File: src/rtl/pipelined_array_multiplier_if.sv
// Handshake bundle for the pipelined array multiplier: operand issue side
// (in_valid/in_ready) and product delivery side (out_valid/out_ready).
interface pipelined_array_multiplier_if #(
  parameter int N = 8
);
  logic           in_valid;
  logic           in_ready;
  logic [N-1:0]   a;
  logic [N-1:0]   b;
  logic           is_signed;
  logic           out_valid;
  logic           out_ready;
  logic [2*N-1:0] p;

  modport master (
    output in_valid, a, b, is_signed, out_ready,
    input  in_ready, out_valid, p
  );

  modport slave (
    input  in_valid, a, b, is_signed, out_ready,
    output in_ready, out_valid, p
  );
endinterface

File: src/rtl/pipelined_array_multiplier.sv
// N x N shift-and-add array multiplier split into K register stages of
// ROWS_PER_STAGE adder rows each. Signed operations use Baugh-Wooley
// correction so the same array serves both modes; the mode bit rides along
// with its operands. A single global stall freezes every stage under
// backpressure.
module pipelined_array_multiplier #(
  parameter int N              = 8,
  parameter int ROWS_PER_STAGE = 2
) (
  input logic clk,
  input logic rst,
  pipelined_array_multiplier_if.slave bus
);
  localparam int K  = (N - 1 + ROWS_PER_STAGE - 1) / ROWS_PER_STAGE;
  localparam int PW = 2 * N;

  // Baugh-Wooley constant ones at bit N and bit 2N-1.
  localparam logic [PW-1:0] BW_CONST = (PW'(1) << N) | (PW'(1) << (PW - 1));

  // Partial-product row i, already shifted into product position. In signed
  // mode the sign-weighted terms are inverted: the row MSB for rows below
  // N-1, and every term except the MSB for the final row.
  function automatic logic [PW-1:0] row_term(input logic [N-1:0] a,
                                             input logic [N-1:0] b,
                                             input logic         sgn,
                                             input int           i);
    logic [N-1:0] row;
    row = a & {N{b[i]}};
    if (sgn) begin
      if (i == N - 1) row[N-2:0] = ~row[N-2:0];
      else            row[N-1]   = ~row[N-1];
    end
    return PW'(row) << i;
  endfunction

  logic          stall;
  logic [N-1:0]  a_p   [0:K-1];
  logic [N-1:0]  b_p   [0:K-1];
  logic          sgn_p [0:K-1];
  logic          vld_p [0:K];
  logic [PW-1:0] acc_p [1:K];
  logic [PW-1:0] sum_c [1:K];

  assign stall         = vld_p[K] && !bus.out_ready;
  assign bus.in_ready  = !stall;
  assign bus.out_valid = vld_p[K];
  assign bus.p         = acc_p[K];

  // Adder rows for each stage: stage 1 seeds with row 0 (plus the signed
  // constants), every stage then ripples in its own slice of rows 1..N-1.
  always_comb begin
    for (int k = 1; k <= K; k++) begin
      if (k == 1) sum_c[k] = row_term(a_p[0], b_p[0], sgn_p[0], 0) +
                             (sgn_p[0] ? BW_CONST : '0);
      else        sum_c[k] = acc_p[(k > 1) ? k - 1 : 1];
      for (int i = 1; i < N; i++) begin
        if (i > (k - 1) * ROWS_PER_STAGE && i <= k * ROWS_PER_STAGE)
          sum_c[k] = sum_c[k] + row_term(a_p[k-1], b_p[k-1], sgn_p[k-1], i);
      end
    end
  end

  // Stage valid flags: advance together unless stalled, cleared by reset.
  always_ff @(posedge clk) begin
    if (rst) begin
      for (int k = 0; k <= K; k++) vld_p[k] <= 1'b0;
    end else if (!stall) begin
      vld_p[0] <= bus.in_valid;
      for (int k = 1; k <= K; k++) vld_p[k] <= vld_p[k-1];
    end
  end

  // --- stage 0: operand capture; stages 1..K: partial sums; stage K drives p
  always_ff @(posedge clk) begin
    if (!stall) begin
      a_p[0]   <= bus.a;
      b_p[0]   <= bus.b;
      sgn_p[0] <= bus.is_signed;
      for (int k = 1; k < K; k++) begin
        a_p[k]   <= a_p[k-1];
        b_p[k]   <= b_p[k-1];
        sgn_p[k] <= sgn_p[k-1];
        acc_p[k] <= sum_c[k];
      end
    end
    if (rst)         acc_p[K] <= '0;
    else if (!stall) acc_p[K] <= sum_c[K];
  end
endmodule

File: src/flat_wrapper.sv
// flat-port wrapper written by rule: the top's interface ports become plain ports
module pipelined_array_multiplier_flat 
#(
  parameter int N              = 8,
  parameter int ROWS_PER_STAGE = 2
)
  (clk, rst, bus_in_valid, bus_a, bus_b, bus_is_signed, bus_out_ready, bus_in_ready, bus_out_valid, bus_p);
  pipelined_array_multiplier_if #(.N(N)) bus_i ();
  input logic clk;
  input logic rst;
  input wire logic [$bits(bus_i.in_valid)-1:0] bus_in_valid;
  input wire logic [$bits(bus_i.a)-1:0] bus_a;
  input wire logic [$bits(bus_i.b)-1:0] bus_b;
  input wire logic [$bits(bus_i.is_signed)-1:0] bus_is_signed;
  input wire logic [$bits(bus_i.out_ready)-1:0] bus_out_ready;
  output wire logic [$bits(bus_i.in_ready)-1:0] bus_in_ready;
  output wire logic [$bits(bus_i.out_valid)-1:0] bus_out_valid;
  output wire logic [$bits(bus_i.p)-1:0] bus_p;
  assign bus_i.in_valid = bus_in_valid;
  assign bus_i.a = bus_a;
  assign bus_i.b = bus_b;
  assign bus_i.is_signed = bus_is_signed;
  assign bus_i.out_ready = bus_out_ready;
  assign bus_in_ready = bus_i.in_ready;
  assign bus_out_valid = bus_i.out_valid;
  assign bus_p = bus_i.p;
  pipelined_array_multiplier #(.N(N), .ROWS_PER_STAGE(ROWS_PER_STAGE)) u_core (.clk(clk), .rst(rst), .bus(bus_i));
endmodule
File: config.mk
export PLATFORM = sky130hd
export DESIGN_NAME = pipelined_array_multiplier_flat
export DESIGN_NICKNAME = d
export VERILOG_FILES = /design/src/rtl/pipelined_array_multiplier_if.sv /design/src/rtl/pipelined_array_multiplier.sv /design/src/flat_wrapper.sv
export SDC_FILE = /design/constraint.sdc
export NUM_CORES = 1
export LEC_CHECK = 0
export ABC_AREA = 1
export BUFFER_PORTS_ARGS = -buffer_cell sky130_fd_sc_hd__buf_2
export CAP_MARGIN = 20
export CORE_UTILIZATION = 30
export CTS_CLUSTER_SIZE = 16
export DETAILED_ROUTE_END_ITERATION = 7
export PLACE_DENSITY_LB_ADDON = 0.12
export RECOVER_POWER = 25
export SLEW_MARGIN = 20
export SYNTH_ARGS = -nofsm -noshare
export SYNTH_HDL_FRONTEND = slang
export SYNTH_SLANG_ARGS = --single-unit
File: constraint.sdc
create_clock -name clk -period 3.1 [get_ports clk]
set_clock_uncertainty 0.2 [all_clocks]
set_input_delay 0 -clock clk [delete_from_list [all_inputs] [get_ports clk]]
set_output_delay 0 -clock clk [all_outputs]
set_load 0.02 [all_outputs]
Yosys cells after proc, flatten, opt, wreduce, memory -nomap -nowiden --
Memories as Yosys holds them, arrays and structs flattened. Index checks and enable logic that the tools add are counted.
Operators by class: $add $sub $neg 8, bitwise gates (word level) 22, multiplexer cells 20, reductions and logical operators 3
Operators by type and width (count):
- $and 8x8->8 | 8
- $mux 16 | 2
- $mux 1 | 17
- $add 16x10->16 | 1
- $add 16x11->16 | 1
- $add 16x12->16 | 1
- $add 16x13->16 | 1
- $add 16x14->16 | 1
- $add 16x15->16 | 1
- $add 16x9->16 | 1
- $add 8x16->16 | 1
- $mux 7 | 1
- $not 1->1 | 7
- $not 7->7 | 1
- $or 1x1->1 | 6
- $logic_not 1->1 | 2
- $logic_and 1x1->1 | 1
Storage, ports and cells: memories 5, bits in writable memories 137, output and inout port bits 18, input port bits 21, word-level logic and storage cells 58, register bits 0
Memories:
- u_core.acc_p | depth 4, width 16, read ports 4, clocked after memory_dff 0, wr ports 4, RTL line pipelined_array_multiplier.sv:41 | logic [PW-1:0] acc_p [1:K];
- u_core.a_p | depth 4, width 8, read ports 4, clocked after memory_dff 0, wr ports 4, RTL line pipelined_array_multiplier.sv:37 | logic [N-1:0] a_p [0:K-1];
- u_core.b_p | depth 4, width 8, read ports 4, clocked after memory_dff 0, wr ports 4, RTL line pipelined_array_multiplier.sv:38 | logic [N-1:0] b_p [0:K-1];
- u_core.vld_p | depth 5, width 1, read ports 5, clocked after memory_dff 0, wr ports 5, RTL line pipelined_array_multiplier.sv:40 | logic vld_p [0:K];
- u_core.sgn_p | depth 4, width 1, read ports 4, clocked after memory_dff 0, wr ports 4, RTL line pipelined_array_multiplier.sv:39 | logic sgn_p [0:K-1];

Depth between registers and ports, before layout --
Gate-level depths: netlist of the first run. An unclocked memory read counts as a cell.
depth after elaboration 7, mapped depth 14, gate-level depth less buffers 13

Worst setup path before layout of the first run --
OpenSTA, ideal clock, no wires.
kind flip-flop to flip-flop, start point memory u_core.vld_p[4][0], in the netlist u_core.vld_p[0][4], end point register, netlist name u_core.acc_p[0][64], stages on the path, launching flop included 5, clock period less this slack 3.734 ns, setup slack -0.634 ns, library setup time 0.139 ns, arrival 3.395 ns, buffers on the path 1, data required time 2.761 ns, cells stage by stage edfxtp_1 -> nand2_1 -> nand2_2 -> buf_2 -> nor2_1
RTL lines (RTL line):
- from (decl) | pipelined_array_multiplier.sv:40

==> results of run 1 <==
-- report_power, final --
part	internal, uW	switching (uW)	leakage, uW
Combinational	704	1030	0.00204
Clock	1240	675	0.000278
Sequential	2120	124	0.00123
-- registers in the layout, indices dropped and copies added (netlist names) --
register / count
u_core.acc_p: 57
u_core.b_p: 17
u_core.sgn_p: 2
u_core.a_p: 32
u_core.vld_p: 5
-- worst paths after layout --
path	start	end	slack, ps	cells after the start
setup / recovery	u_core.b_p[2][6]$_DFFE_PN_	u_core.acc_p[0][60]$_DFFE_PN_	410	10
hold / removal	rst	u_core.vld_p[0][0]$_SDFFCE_PN0P_	10	4
setup reg to reg	u_core.b_p[2][6]$_DFFE_PN_	u_core.acc_p[0][60]$_DFFE_PN_	410	10
hold reg to reg	u_core.b_p[1][5]$_DFFE_PN_	u_core.b_p[2][5]$_DFFE_PN_	220	0
-- cell families after synthesis --
| group | Yosys count | synth area share [%] |
|---|---|---|
| simple gates | 193 | 12.8 |
| buf+inv | 148 | 10.2 |
| flops | 113 | 55.6 |
| fa+ha+maj | 59 | 15.0 |
| compound gates | 30 | 2.66 |
| xor+xnor | 26 | 3.73 |
-- cells in the mapped netlist, drive strengths merged --
master / count / share of area [%]
nand2: 139 / 8.6
inv: 121 / 7.5
edfxtp: 113 / 56
ha: 35 / 7.2
a21oi: 24 / 2.0
fa: 24 / 7.9
nand3: 24 / 2.0
nor2: 24 / 1.5
xor2: 24 / 3.4
buf: 22 / 2.5
clkbuf: 4 / 0.25
a21boi: 3 / 0.37
nand3b: 2 / 0.25
o21ai: 2 / 0.23
xnor2: 2 / 0.29
a31oi: 1 / 0.10
and2: 1 / 0.14
clkinv: 1 / 0.061
nand4: 1 / 0.10
nor3b: 1 / 0.12
or2: 1 / 0.14
-- through the flow --
stage,setup slack [ps],instance area (um2)
5_1_grt,257,7260
3_3_place_gp,451,6510
4_1_cts,391,7260
6_report,409,7260
3_5_place_dp,398,6510
2_1_floorplan,396,6110
-- worst max-delay path, stage by stage (launching register included) --
cell      delay, ps
edfxtp_1        510
nand2_1         100
inv_1            50
fa_1            510
ha_1            170
inv_1            60
fa_1            410
o21ai_2         210
nand2_1         100
nand3_1          80
nand2_1          50
-- layer usage --
layer	vias up	GRT usage, %	wire, um
met4	0	5.10	196
met1	1677	11.7	4330
li1	1893	-	-
met2	58	17.8	4910
met5	-	0	0
met3	18	3.06	299
-- final cells by class --
type	instances	area, um2	area share, %
Sequential cell	113	3390	46.7
Multi-Input combinational cell	308	2100	28.9
Inverter	122	460	6.34
Clock buffer	18	429	5.91
Timing Repair Buffer	59	405	5.58
Tap cell	265	332	4.57
Clock inverter	13	145	2.00
==> qor.yml, run 1 <==
start_kind: "flop"
cts_tree: "done"
fin_crit_ps: 2690
fp-row-count: 51
chipHeight_um: 145
dp_cells: 849
root_buffer: "clkbuf_16"
achievable-frequency_mhz: 372
numCtsBuffers: 17
grt_pass1_vias: 3652
layout_worst_path_cycle_share_pct: 86.8
overflow: 0
relSlewSlack_pct: 65.6
syn-num-nets: 649
clock_path_buffers: 2
vias_per_cell: 4.06
ys_ff_latch: 113
ys_seq_area_share_pct: 55.6
numPortBuffers: 38
setup_viol: 0
status: "completed"
totalPowerFinal_uw: 5900
final_cells: 898
via_count: 3646
end_kind: "flop"
place.gp.congestion: 0.805
rsz0062_at_grt: "false"
nets: 701
cellPowerDensity_nw_per_um2: 813
grt_pass1_wl_um: 16500
syn-instance-count: 569
floorplan.die_area_um2: 20900
routed_wl_um: 9740
area_delta_synth_final_pct: 18.9
drive_above_1_share_pct: 12.5
cts_max_level: 4
finish.utilization_pct: 36.8
ant_nets: 0
grt_antenna_before_repair: 0
n_antenna_cell: 0
firstDrtPassIters: 5
ys_types: 26
crit_path_max_fanout: 8
hold_viol: 0
min_path_type: "input pin to flop"
cap_violations: 0
avgRoutedWirePerCell_um: 10.8
layout_commonest_cell: "nand2_1"
cts.hold.buffers_added: 18
grt_max_degree: 94
vdd_drop_max_v: 0.000368
gr-usage-all-layers_pct: 10.4
hpwlAfterDp_um: 6960
post_cts_resized: 0
cp_data_arrival_time_ps: 2650
die_w_um: 145
netlist_area_um2: 6110
ios: 39
layout_common_cells: "nand2_1, inv_1, edfxtp_1"
leakagePower_uw: 0.00354
drtIter0Drc: 165
core-area_um2: 19700
drv_slew: 0
cp.required_ps: 3060
drcViolationCount: 0
tns_ps: 0
clk_pin_slew_ps: 50
critical_path_class: "flop to flop"
clock_latency_ps: 400
worst_slew_pin_slew_ps: 515
cts_setup_buffers: 0
initial_utilization_pct: 31.0
hold_slack_ps: 9.83
yosys_warnings: 0
n_fill_cell: 1945
cts.sinks: 113
avgSynthCellArea_um2: 10.7
No activity file was read; power rests on OpenSTA's default activity.
==> run 2, diff against run 1 <==
CORE_ASPECT_RATIO = 0.9   (was unset)
==> run 2 against run 1 <==
Hold slack better by 2.3 ps. Worst setup slack better by 7.0 ps. Die area hardly changed. Clock-buffer cell count stayed put. Non-clock buffer count is 1 lower. Via count down 1.3%. Power grew 0.81%. Sequential share of layout area about the same. Routed wire length decreased by 2.1%. Fmax increased by 0.26%. Largest power group unchanged. Cell area is essentially flat.
==> qor.yml, run 2 (same netlist as run 1, synthesis figures left out) <==
crit_path_max_fanout: 8  # unchanged
min_from: "rst"  # unchanged
grt_pass1_wl_um: 16500  # about the same
ant_nets: 0  # unchanged
ios: 39  # unchanged
hold_end: "u_core.vld_p[0][4]$_SDFFCE_PN0P_"  # was u_core.vld_p[0][0]$_SDFFCE_PN0P_
relSlewSlack_pct: 67.5  # was 65.6%
cp.required_ps: 3060  # about the same
worst_slew_pin_slew_ps: 487  # was 515 ps
hold_path_depth: 4  # unchanged
firstDrtPassIters: 6  # was 5
clk_pin_slew_ps: 50  # about the same
r2r-start: "u_core.b_p[2][6]$_DFFE_PN_"  # unchanged
fp-row-count: 49  # was 51
floorplan.die_area_um2: 20900  # about the same
drtIter0Drc: 131  # was 165
finish.utilization_pct: 36.3  # was 36.8%
avgRoutedWirePerCell_um: 10.8  # about the same
setup_viol: 0  # unchanged
tns_ps: 0  # unchanged
end_kind: "flop"  # unchanged
layout_common_cells: "nand2_1, inv_1, edfxtp_1"  # unchanged
r2r_end: "u_core.acc_p[0][60]$_DFFE_PN_"  # unchanged
place_ws_ps: 381  # was 398 ps
drv_slew: 0  # unchanged
hpwlAfterDp_um: 6930  # was 6960 um
place.gp.congestion: 0.800  # was 0.805
reg.largest.list: "u_core.acc_p x57, u_core.a_p x32, u_core.b_p x17"  # unchanged
achievable-frequency_mhz: 373  # was 372 MHz
cts_max_level: 4  # unchanged
status: "completed"  # unchanged
critical_path_class: "flop to flop"  # unchanged
area_delta_synth_final_pct: 18.9  # about the same
layout_setup_ws_ps: 416  # was 409 ps
gr-usage-all-layers_pct: 10.2  # was 10.4%
cellPowerDensity_nw_per_um2: 819  # was 813 nW/um2
min_path_type: "input pin to flop"  # unchanged
totalPowerFinal_uw: 5950  # was 5900 uW
via_count: 3599  # was 3646
numPortBuffers: 38  # unchanged
drive_above_1_share_pct: 12.5  # about the same
grt_antenna_before_repair: 0  # unchanged
cap_violations: 0  # unchanged
initial_utilization_pct: 30.6  # was 31.0%
largest_register_ffs: 57  # unchanged
cp_data_arrival_time_ps: 2640  # was 2650 ps
layout_worst_path_cycle_share_pct: 86.6  # was 86.8%
grt_max_degree: 94  # unchanged
top_register: "u_core.acc_p"  # unchanged
hold_viol: 0  # unchanged
cts_tree: "done"  # unchanged
grt_pass1_vias: 3652  # unchanged
rsz0062_at_grt: "false"  # unchanged
drcViolationCount: 0  # unchanged
clock_path_buffers: 2  # unchanged
dp_cells: 838  # was 849
core-area_um2: 20000  # was 19700 um2
overflow: 0  # unchanged
post_cts_resized: 0  # unchanged
vias_per_cell: 4.06  # about the same
root_buffer: "clkbuf_16"  # unchanged
leakagePower_uw: 0.00355  # was 0.00354 uW
nets: 700  # was 701
final_cells: 886  # was 898
cts.sinks: 113  # unchanged
layout_commonest_cell: "nand2_1"  # unchanged
start_kind: "flop"  # unchanged
numCtsBuffers: 17  # unchanged
chipHeight_um: 137  # was 145 um
die_w_um: 152  # was 145 um
r2r_slack_ps: 420  # was 410 ps
routed_wl_um: 9530  # was 9740 um
clock_latency_ps: 400  # about the same
vdd_drop_max_v: 0.000389  # was 0.000368 V
rr_worst_depth: 10  # unchanged
n_antenna_cell: 0  # unchanged
fin_crit_ps: 2680  # was 2690 ps
## run 2: per-stage QoR
step	hold WS, ps	instance area (um2)
floorplan	-101	6110
global placement	-23.5	6490
detailed placement	-21.9	6490
CTS	9.60	7260
global route	36.1	7260
finish	12.1	7260
## run 2: repair_timing
action | in CTS | in global routing
hold buffers | 18 | 0
endpoints found under the setup margin | 0 | 0
hold endpoints to repair | 18 | 0
setup buffers | 0 | 0
## run 2: final cells by class
type	instances	area (um2)
Inverter	122	460
Clock buffer	18	429
Multi-Input combinational cell	308	2100
Fill cell	2017	12700
Tap cell	255	319
Clock inverter	12	168
Timing Repair Buffer	58	398
Sequential cell	113	3390
## run 2: worst max-delay path by stage
stage,to,slack (ps),depth (start not counted),start
6_report,u_core.acc_p[0][60]$_DFFE_PN_,420,10,u_core.b_p[2][6]$_DFFE_PN_
2_1_floorplan,u_core.acc_p[0][64]$_SDFFCE_PN0P_,400,4,u_core.vld_p[0][4]$_SDFFCE_PN0P_
3_3_place_gp,u_core.acc_p[0][60]$_DFFE_PN_,440,10,u_core.b_p[2][6]$_DFFE_PN_
3_5_place_dp,u_core.acc_p[0][60]$_DFFE_PN_,380,10,u_core.b_p[2][6]$_DFFE_PN_
4_1_cts,u_core.acc_p[0][60]$_DFFE_PN_,390,10,u_core.b_p[2][6]$_DFFE_PN_
5_1_grt,u_core.acc_p[0][24]$_DFFE_PN_,250,11,u_core.b_p[0][2]$_DFFE_PN_
## run 2: routing by layer
layer	global-route usage [%]	wire length [um]
met3	3.84	348
met1	11.5	4410
met4	4.04	178
met2	17.8	4590
met5	0	0
## run 2: worst max-delay path: stages (launching register included)
cell and delay [ps]:
edfxtp_1 500, nand2_1 100, inv_1 50, fa_1 500
ha_1 170, inv_1 50, fa_1 420, o21ai_2 230
nand2_1 100, nand3_1 70, nand2_1 50
## run 2: power breakdown
group	internal [uW]	switching, uW
logic	698	1020
clock network	1330	661
registers	2120	122
==> run 3, diff against run 2 <==
CORE_UTILIZATION = 52   (was 30)
CTS_BUF_LIST = sky130_fd_sc_hd__clkbuf_4   (was unset)
clock period = 2.7 ns   (was 3.1 ns; I/O delays follow)
==> run 3 against run 2 <==
Clock-buffer cell count is 1 lower. Critical path depth rose by 1. Register-to-register slack lost 330 ps. First-iteration DRC count up 26%. Cell count decreased by 6.3%. Routed wire length increased by 3.6%. Power is 6.4% higher. Sequential share of layout area down 0.61 points. Clock power fell by 23%. Non-clock buffer count increased by 41. Die area down 42%. Critical path type unchanged.
==> qor.yml, run 3 (same netlist as run 1, synthesis figures left out) <==
grt_max_degree: 76  # was 94
cts_tree: "done"  # unchanged
hpwlAfterDp_um: 6570  # was 6930 um
dp_cells: 748  # was 838
start_kind: "flop"  # unchanged
worst_path_max_delay_cell: "edfxtp_1"  # unchanged
layout_worst_path_cycle_share_pct: 97.0  # was 86.6%
ant_nets: 0  # unchanged
initial_utilization_pct: 53.4  # was 30.6%
place_area_um2: 6430  # was 6490 um2
routed_wl_um: 9870  # was 9530 um
reg.largest.list: "u_core.acc_p x57, u_core.a_p x32, u_core.b_p x17"  # unchanged
firstDrtPassIters: 5  # was 6
top_register: "u_core.acc_p"  # unchanged
cp_data_arrival_time_ps: 2670  # was 2640 ps
largest_register_ffs: 57  # unchanged
slowest_delay_ps: 510  # was 500 ps
cts.sinks: 113  # unchanged
numCtsBuffers: 17  # unchanged
r2r_slack_ps: 80  # was 420 ps
final_cells: 830  # was 886
grt_antenna_before_repair: 0  # unchanged
floorplan.die_area_um2: 12200  # was 20900 um2
layout_commonest_cell: "nand2_1"  # unchanged
place_ws_ps: 5.88  # was 381 ps
drtIter0Drc: 165  # was 131
numPortBuffers: 38  # unchanged
clock_path_buffers: 2  # unchanged
chipHeight_um: 105  # was 137 um
vias_per_cell: 4.68  # was 4.06
avgRoutedWirePerCell_um: 11.9  # was 10.8 um
leakagePower_uw: 0.00361  # was 0.00355 uW
cts_max_level: 4  # unchanged
path_common_cell: "nand2_1"  # unchanged
totalPowerFinal_uw: 6340  # was 5950 uW
drive_above_1_share_pct: 18.4  # was 12.5%
hold_path_depth: 0  # was 4
fp-row-count: 37  # was 49
layout_common_cells: "nand2_1, inv_1, edfxtp_1"  # unchanged
cp.required_ps: 2750  # was 3060 ps
clock_latency_ps: 510  # was 400 ps
r2r_end: "u_core.acc_p[0][44]$_DFFE_PN_"  # was u_core.acc_p[0][60]$_DFFE_PN_
root_buffer: "clkbuf_4"  # was clkbuf_16
end_kind: "flop"  # unchanged
overflow: 0  # unchanged
n_antenna_cell: 0  # unchanged
stdcell_area_um2: 7360  # was 7260 um2
hold_end: "u_core.acc_p[0][49]$_DFFE_PN_"  # was u_core.vld_p[0][4]$_SDFFCE_PN0P_
drcViolationCount: 0  # unchanged
area_delta_synth_final_pct: 20.5  # was 18.9%
nets: 741  # was 700
core-area_um2: 11400  # was 20000 um2
rr_worst_depth: 11  # was 10
rsz0062_at_grt: "true"  # was false
setup_viol: 0  # unchanged
via_count: 3882  # was 3599
gr-usage-all-layers_pct: 17.7  # was 10.2%
layout_setup_ws_ps: 81.9  # was 416 ps
grt_pass1_wl_um: 16300  # was 16500 um
worst_slew_pin_slew_ps: 1020  # was 487 ps
min_path_type: "flop to flop"  # was input pin to flop
hold_viol: 0  # unchanged
critical_path_class: "flop to flop"  # unchanged
path_cells: "nand2_1 > inv_2 > fa_1 > ha_2 > fa_2 > nand3_2 > nand2_2 > nand3_2 > nand2_2 > nand2_1 > nand2_1"  # was nand2_1 > inv_1 > fa_1 > ha_1 > inv_1 > fa_1 > o21ai_2 > nand2_1 > nand3_1 > nand2_1
drv_slew: 0  # unchanged
fin_crit_ps: 2620  # was 2680 ps
r2r-start: "u_core.b_p[1][4]$_DFFE_PN_"  # was u_core.b_p[2][6]$_DFFE_PN_
crit_path_max_fanout: 7  # was 8
cap_violations: 0  # unchanged
relSlewSlack_pct: 31.8  # was 67.5%
place.gp.congestion: 0.811  # was 0.800
status: "completed"  # unchanged
tns_ps: 0  # unchanged
min_from: "u_core.acc_p[0][33]$_DFFE_PN_"  # was rst
vdd_drop_max_v: 0.000416  # was 0.000389 V
clk_pin_slew_ps: 120  # was 50 ps
die_w_um: 116  # was 152 um
grt_pass1_vias: 3899  # was 3652
ios: 39  # unchanged
achievable-frequency_mhz: 382  # was 373 MHz
cellPowerDensity_nw_per_um2: 861  # was 819 nW/um2
run 3: cell count changes in the layout (fill, tap and decap cells not counted), sizes merged:
cell,change
dlygate4sd3,+20
buf,+16
clkbuf,+4
inv,+4
clkinv,-2
bufinv,+1
run 3: layer usage:
metal,share of wire (%),routed length [um],GRT usage (%),vias up
met3,3.3,322,5.45,12
met1,39,3840,17.7,1818
met5,0,0,0,-
met4,1.1,108,5.68,0
met2,57,5600,34.0,72
li1,-,-,-,1980
run 3: timing repair:
action                     in CTS  in global routing
resized for setup               0                 24
pin swaps                       0                 11
hold buffers                   38                  0
buffers inserted                1                 11
setup endpoints to repair       1                 11
hold endpoints to repair       54                  0
run 3: critical path, delay by kind of cell (launching register included):
kind / cells / cell delay, ps
adder cells (fa/ha/maj): 3 / 1080
buffers and inverters: 1 / 40
flip-flops: 1 / 510
AND/OR/NAND/NOR: 7 / 530
run 3: worst max-delay path by stage:
stage	startpoint	endpoint	slack, ps
2_1_floorplan	u_core.b_p[2][6]$_DFFE_PN_	u_core.acc_p[0][60]$_DFFE_PN_	160
3_3_place_gp	u_core.b_p[2][6]$_DFFE_PN_	u_core.acc_p[0][60]$_DFFE_PN_	80
3_5_place_dp	u_core.b_p[1][3]$_DFFE_PN_	u_core.acc_p[0][44]$_DFFE_PN_	6
4_1_cts	u_core.b_p[1][4]$_DFFE_PN_	u_core.acc_p[0][44]$_DFFE_PN_	5
5_1_grt	u_core.b_p[1][4]$_DFFE_PN_	u_core.acc_p[0][44]$_DFFE_PN_	-40
6_report	u_core.b_p[1][4]$_DFFE_PN_	u_core.acc_p[0][44]$_DFFE_PN_	80
run 3: cell type report:
class,count,area [um2]
Fill cell,915,4070
Sequential cell,113,3390
Multi-Input combinational cell,308,2210
Timing Repair Buffer,99,744
Inverter,122,460
Clock inverter,15,230
Tap cell,156,195
Clock buffer,17,128
run 3: where the power goes:
| part | switching (uW) | internal (uW) | leakage (uW) |
|---|---|---|---|
| clock network | 703 | 841 | 0.000181 |
| registers | 129 | 2430 | 0.00123 |
| logic | 1290 | 945 | 0.00220 |
| total | 2120 | 4220 | 0.00361 |
run 3: through the flow:
step / hold WS, ps / utilization [%]
2_1_floorplan: -101 / -
3_3_place_gp: -23.7 / 56.2
3_5_place_dp: -21.9 / 56.2
4_1_cts: 231 / 62.8
5_1_grt: 236 / 64.4
6_report: 228 / 64.4
